<file path="config.mk">
export PLATFORM = sky130hd
export DESIGN_NAME = banco_registros_multiporta
export DESIGN_NICKNAME = d
export VERILOG_FILES = /design/src/rtl/banco_registros_multiporta.sv
export SDC_FILE = /design/constraint.sdc
export NUM_CORES = 1
export LEC_CHECK = 0
export CORE_UTILIZATION = 35
export CTS_CLUSTER_SIZE = 25
export DETAILED_ROUTE_END_ITERATION = 10
export GPL_TIMING_DRIVEN = 1
export PLACE_DENSITY = 0.57
export SYNTH_ARGS = -nofsm -noshare
export SYNTH_HDL_FRONTEND = slang
export SYNTH_SLANG_ARGS = --single-unit
</file>
<file path="constraint.sdc">
create_clock -name clock -period 3.1 [get_ports clock]
set_clock_uncertainty 0.2 [all_clocks]
set_input_delay 0.62 -clock clock [delete_from_list [all_inputs] [get_ports clock]]
set_output_delay 0.62 -clock clock [all_outputs]
set_load 0.02 [all_outputs]
</file>
<file path="src/rtl/banco_registros_multiporta.sv">
// Multi-port register bank: one write port, two registered read ports with write-first
// bypass, pending-write scoreboard and a one-register-per-cycle clear engine.
module banco_registros_multiporta #(
    parameter int BITS_PALAVRA  = 32,
    parameter int END_REGISTROS = 4,
    parameter int NUM_REGISTROS = 16,
    parameter int ZERO_FIXO     = 1
) (
    input  logic                     clock,
    input  logic                     reset,
    input  logic                     hab_escrita,
    input  logic [END_REGISTROS-1:0] end_escrita,
    input  logic [BITS_PALAVRA-1:0]  dado_escrita,
    input  logic [END_REGISTROS-1:0] end_a,
    input  logic [END_REGISTROS-1:0] end_b,
    output logic [BITS_PALAVRA-1:0]  saida_a,
    output logic [BITS_PALAVRA-1:0]  saida_b,
    input  logic                     reserva,
    input  logic [END_REGISTROS-1:0] end_reserva,
    output logic                     ocupado_a,
    output logic                     ocupado_b,
    input  logic                     limpar,
    output logic                     pronto
);

    typedef enum logic {OCIOSO, LIMPANDO} estado_t;

    estado_t                    estado_q;
    logic [END_REGISTROS-1:0]   contador_q;
    logic                       pronto_q;
    logic [BITS_PALAVRA-1:0]    saida_a_q, saida_a_d;
    logic [BITS_PALAVRA-1:0]    saida_b_q, saida_b_d;

    logic [BITS_PALAVRA-1:0]    registros [NUM_REGISTROS];
    logic [NUM_REGISTROS-1:0]   pendentes;

    logic ocioso;
    logic escrita_ok;
    logic reserva_ok;

    assign ocioso = (estado_q == OCIOSO);

    // Writes and reservations to r0 vanish when r0 is hardwired; this also keeps bypass off for r0.
    assign escrita_ok = hab_escrita & ocioso & ~((ZERO_FIXO != 0) && (end_escrita == '0));
    assign reserva_ok = reserva & ocioso & ~((ZERO_FIXO != 0) && (end_reserva == '0));

    always_ff @(posedge clock or negedge reset) begin
        if (!reset) begin
            estado_q   <= OCIOSO;
            contador_q <= '0;
            pronto_q   <= 1'b1;
        end else if (estado_q == OCIOSO) begin
            if (limpar) begin
                estado_q   <= LIMPANDO;
                contador_q <= '0;
                pronto_q   <= 1'b0;
            end
        end else begin
            contador_q <= contador_q + 1'b1;
            if (contador_q == END_REGISTROS'(NUM_REGISTROS - 1)) begin
                estado_q <= OCIOSO;
                pronto_q <= 1'b1;
            end
        end
    end

    generate
        for (genvar gi = 0; gi < NUM_REGISTROS; gi++) begin : g_reg
            logic [BITS_PALAVRA-1:0] valor_q;
            logic                    pend_q;
            logic                    limpa_este;
            logic                    escreve_este;
            logic                    reserva_este;

            assign limpa_este   = ~ocioso & (contador_q == END_REGISTROS'(gi));
            assign escreve_este = escrita_ok & (end_escrita == END_REGISTROS'(gi));
            assign reserva_este = reserva_ok & (end_reserva == END_REGISTROS'(gi));

            // A reservation landing with the write means a newer load is outstanding.
            always_ff @(posedge clock or negedge reset) begin
                if (!reset) begin
                    valor_q <= '0;
                    pend_q  <= 1'b0;
                end else if (limpa_este) begin
                    valor_q <= '0;
                    pend_q  <= 1'b0;
                end else begin
                    if (escreve_este) begin
                        valor_q <= dado_escrita;
                    end
                    if (reserva_este) begin
                        pend_q <= 1'b1;
                    end else if (escreve_este) begin
                        pend_q <= 1'b0;
                    end
                end
            end

            assign registros[gi] = valor_q;
            assign pendentes[gi] = pend_q;
        end
    endgenerate

    always_comb begin
        saida_a_d = registros[end_a];
        saida_b_d = registros[end_b];
        if (escrita_ok && (end_escrita == end_a)) begin
            saida_a_d = dado_escrita;
        end
        if (escrita_ok && (end_escrita == end_b)) begin
            saida_b_d = dado_escrita;
        end
    end

    always_ff @(posedge clock or negedge reset) begin
        if (!reset) begin
            saida_a_q <= '0;
            saida_b_q <= '0;
        end else begin
            saida_a_q <= saida_a_d;
            saida_b_q <= saida_b_d;
        end
    end

    // An operand being written back this cycle is no longer a hazard.
    assign ocupado_a = pendentes[end_a] & ~(hab_escrita & ocioso & (end_escrita == end_a));
    assign ocupado_b = pendentes[end_b] & ~(hab_escrita & ocioso & (end_escrita == end_b));

    assign saida_a = saida_a_q;
    assign saida_b = saida_b_q;
    assign pronto  = pronto_q;

endmodule

</file>
==> summary.md <==
| Metric | Value |
|---|---|
| Placer Congestion | 0.8431 |
| Final core utilization | 41.68% |
| CP cell instances | mux4_2 -> nor2b_1 -> a211oi_2 -> a221oi_2 -> buf_4 -> buf_2 |
| R2R setup slack | 720 ps |
| PD cells | 752.9 nW/um2 |
| Top cells by area, synth | dfrtp_1, mux4_2, nand2_1 |
| Worst-skew pair later-pin latency | 640 ps |
| Synth area leader | dfrtp_1 |
| Total negative slack | 0 ps |
| Largest net degree at the start of global routing | 74 |
| Critical path class | register to primary output |
| Internal power | 18600 uW |
| Wire per inst | 25.93 um |
| Clock share of power | 31.2% |
| Arrival @ worst endpoint | 2250 ps |
| Iter 0 DRT Violations | 2602 |
| Total die area | 90880 um2 |
| Final hold violations | 0 |
| Flop pwr share | 42.0% |
| Prevailing post-synth register cell | dfrtp_1 |
| DR DRC count | 12 |
| Worst path required time | 2280 ps |
| Final #Nets | 3085 |
| Tot Pwr | 27820 uW |
| Total Routing Usage GR | 24.59% |
| Peak VDD IR | 0.4319 mV |
| Fill cells | 8324 |
| Vias per cell | 5.751 |
| Clk buf depth | 3 |
| Final setup vio count | 0 |
| Distinct cells, synth | 46 |
| CTS tree | built |
| CP Buf/Inv Count | 2 |
| Crit share post-route | 99.02% |
| Antenna cell count | 0 |
| Commonest non-fill, non-tap cell in the layout | nand2_1 |
| Slowest-stage cell, CP | mux4_2 |
| First-pass DRT Iterations | 8 |
| Initial Util | 35.41% |
| Half-perimeter wire length after placement | 65580 um |
| Post-Syn Instances | 2995 |
| Core area | 88650 um2 |
| Port bufs | 119 |
| RSZ-0062 raised after global routing | false |
| Post-DRT Antenna Nets | 0 |
| Max Cap Viol | 0 |
| Die H | 301.5 um |
| Layout cells sized above 1 | 21.41% |
| Top cell type's share of synthesized area | 47.59% |
| Ys async rst share | 100.0% |
| P_leak | 0.01647 uW |
| Rows | 109 |
| Worst Setup End Kind | primary output |
| Sw Ratio | 33.12% |
| Min cycle time layout | 3070 ps |
| Status | complete, but fails checks |
| Seq/Total Area, Yosys | 47.68% |
| Hold crit path type | register to register |
| Most frequent cells in the layout | nand2_1, dfrtp_1, o21ai_0, mux4_2, nand3_1 |
| CTS HTree Levels | 3 |
| Mapped Nets | 3052 |
| P&R area growth vs syn | 17.71% |
| Drt total wl | 110100 um |
| Mapped cell area | 31390 um2 |
| Maximum fanout along the worst path | 3 |
| Vias in the first global route | 24615 |
| Post-synth EDFFs | 0 |
| Yosys warnings | 0 |
| Congestion Overflow GR | 0 |
| Clock slew at the register clock pins of the worst setup and hold paths | 60 ps |
| Clock Sinks | 598 |
| Die Wd | 301.5 um |
| Num CTS Buffers | 70 |
| CTS root buffer | clkbuf_16 |
| Largest stage delay on the critical path | 470 ps |
| Worst Tran Pin Value | 1219 ps |
| Comb power frac | 26.8% |
| Final Slew Violations | 0 |
| NetSw | 9214 uW |
| First-pass GRT wire length | 165100 um |
| Yosys reg bits | 598 |
| Ports | 120 |
| Worst slew margin | 18.55% |
| CP Launch Type | register |
| Vias | 24425 |
| Syn_area_per_cell | 10.48 um2 |
| Antenna violations before repair | 3 |
| Family with the most delay on the worst path | multiplexers |
| F_max | 325.8 MHz |
| Failing checks | design-rule violations |
[worst paths after layout]
check                                            startpoint  cells past startpoint                                end
worst max-delay path            g_reg[9].pend_q$_DFFE_PN0P_                      6                          ocupado_a
worst min-delay path                     pronto$_DFFE_PN1P_                      2                 pronto$_DFFE_PN1P_
worst max register to register           estado_q$_DFF_PN0_                      7       g_reg[12].pend_q$_DFFE_PN0P_
worst min register to register           pronto$_DFFE_PN1P_                      2                 pronto$_DFFE_PN1P_
max in group asynchronous                             reset                      3  g_reg[13].valor_q[12]$_DFFE_PN0P_
min in group asynchronous                             reset                      2              saida_b[23]$_DFF_PN0_
[Yosys cell counts (all sizes together), types with 7 or more instances]
| cell | n |
|---|---|
| nand2 | 980 |
| clkbuf | 206 |
| nor2b | 45 |
| mux2 | 64 |
| mux4 | 266 |
| xor2 | 7 |
| a22oi | 130 |
| o21ai | 269 |
| nor2 | 10 |
| inv | 7 |
| dfrtp | 597 |
| nand3 | 206 |
| a22o | 32 |
| and2 | 10 |
| a31oi | 7 |
| buf | 108 |
[worst min-delay path, cell delays in order (launching register included)]
cell	delay [ps]
dfstp_2	360
o21ai_0	60
nand2_1	50
[power groups by stage]
stage                     registers (uW)  clock network [uW]  logic [uW]
after CTS                          11700                8790        7430
final                              11700                8670        7460
after global placement             11700                   0        7260
after floorplan                    11500                   0        4590
after detailed placement           11800                   0        7410
after global routing               12000                9120        8080
[per-layer routing]
metal  GRT usage (%)  up-vias  share of wire [%]
li1                -    10593                  -
met2           39.52     1152                 47
met5               0        -              0.012
met4           8.237        2                3.1
met3           3.804      225                7.8
met1           33.96    12453                 42
[registers in the layout (all words and copies together) (netlist names)]
| name | flops |
|---|---|
| saida_a | 32 |
| g.pend_q | 16 |
| g.valor_q | 512 |
| contador_q | 4 |
| saida_b | 32 |
| pronto | 1 |
| estado_q | 1 |
[area by class of cell]
| cell class | count | area (um2) | share of cell area (%) |
|---|---|---|---|
| clock buffer | 92 | 1967 | 5.324 |
| clock inverter | 34 | 429.2 | 1.162 |
| inverter | 7 | 26.28 | 0.07112 |
| multi-input combinational | 2076 | 15140 | 40.99 |
| sequential | 598 | 14970 | 40.51 |
| tap | 1165 | 1458 | 3.945 |
| timing repair buffer | 275 | 2958 | 8.006 |
[cells by family after synthesis]
logic type,count (synthesis),share of synthesized area (%)
multiplexers,332,21.45
XOR/XNOR,8,0.2232
AND/OR/NAND/NOR,1282,16.93
buffers and inverters,321,4.831
adder cells (fa/ha/maj),4,0.1595
flip-flops,598,47.68
AO/OA/AOI/OAI,450,8.734
[per-stage QoR]
stage               instance area, um2  worst slack, ps  hold WS, ps  cells
floorplan                        31390            148.6        124.4   2995
global placement                 34510           -541.7        270.1   4119
detailed placement               34510           -547.3        273.0   4119
CTS                              36940            34.81        284.7   4246
global route                     36950            14.51        330.8   4247
finish                           36950            30.23        281.5   4247
[timing repair]
action / CTS / global route
pin swaps: 1 / 2
setup endpoints to repair: 2 / 2
gates cloned: 0 / 0
buffers inserted: 0 / 1
hold endpoints to repair: 41 / 0
hold buffers: 1 / 0
gates resized for setup: 16 / 0
Power figures use the tool's default switching activity.
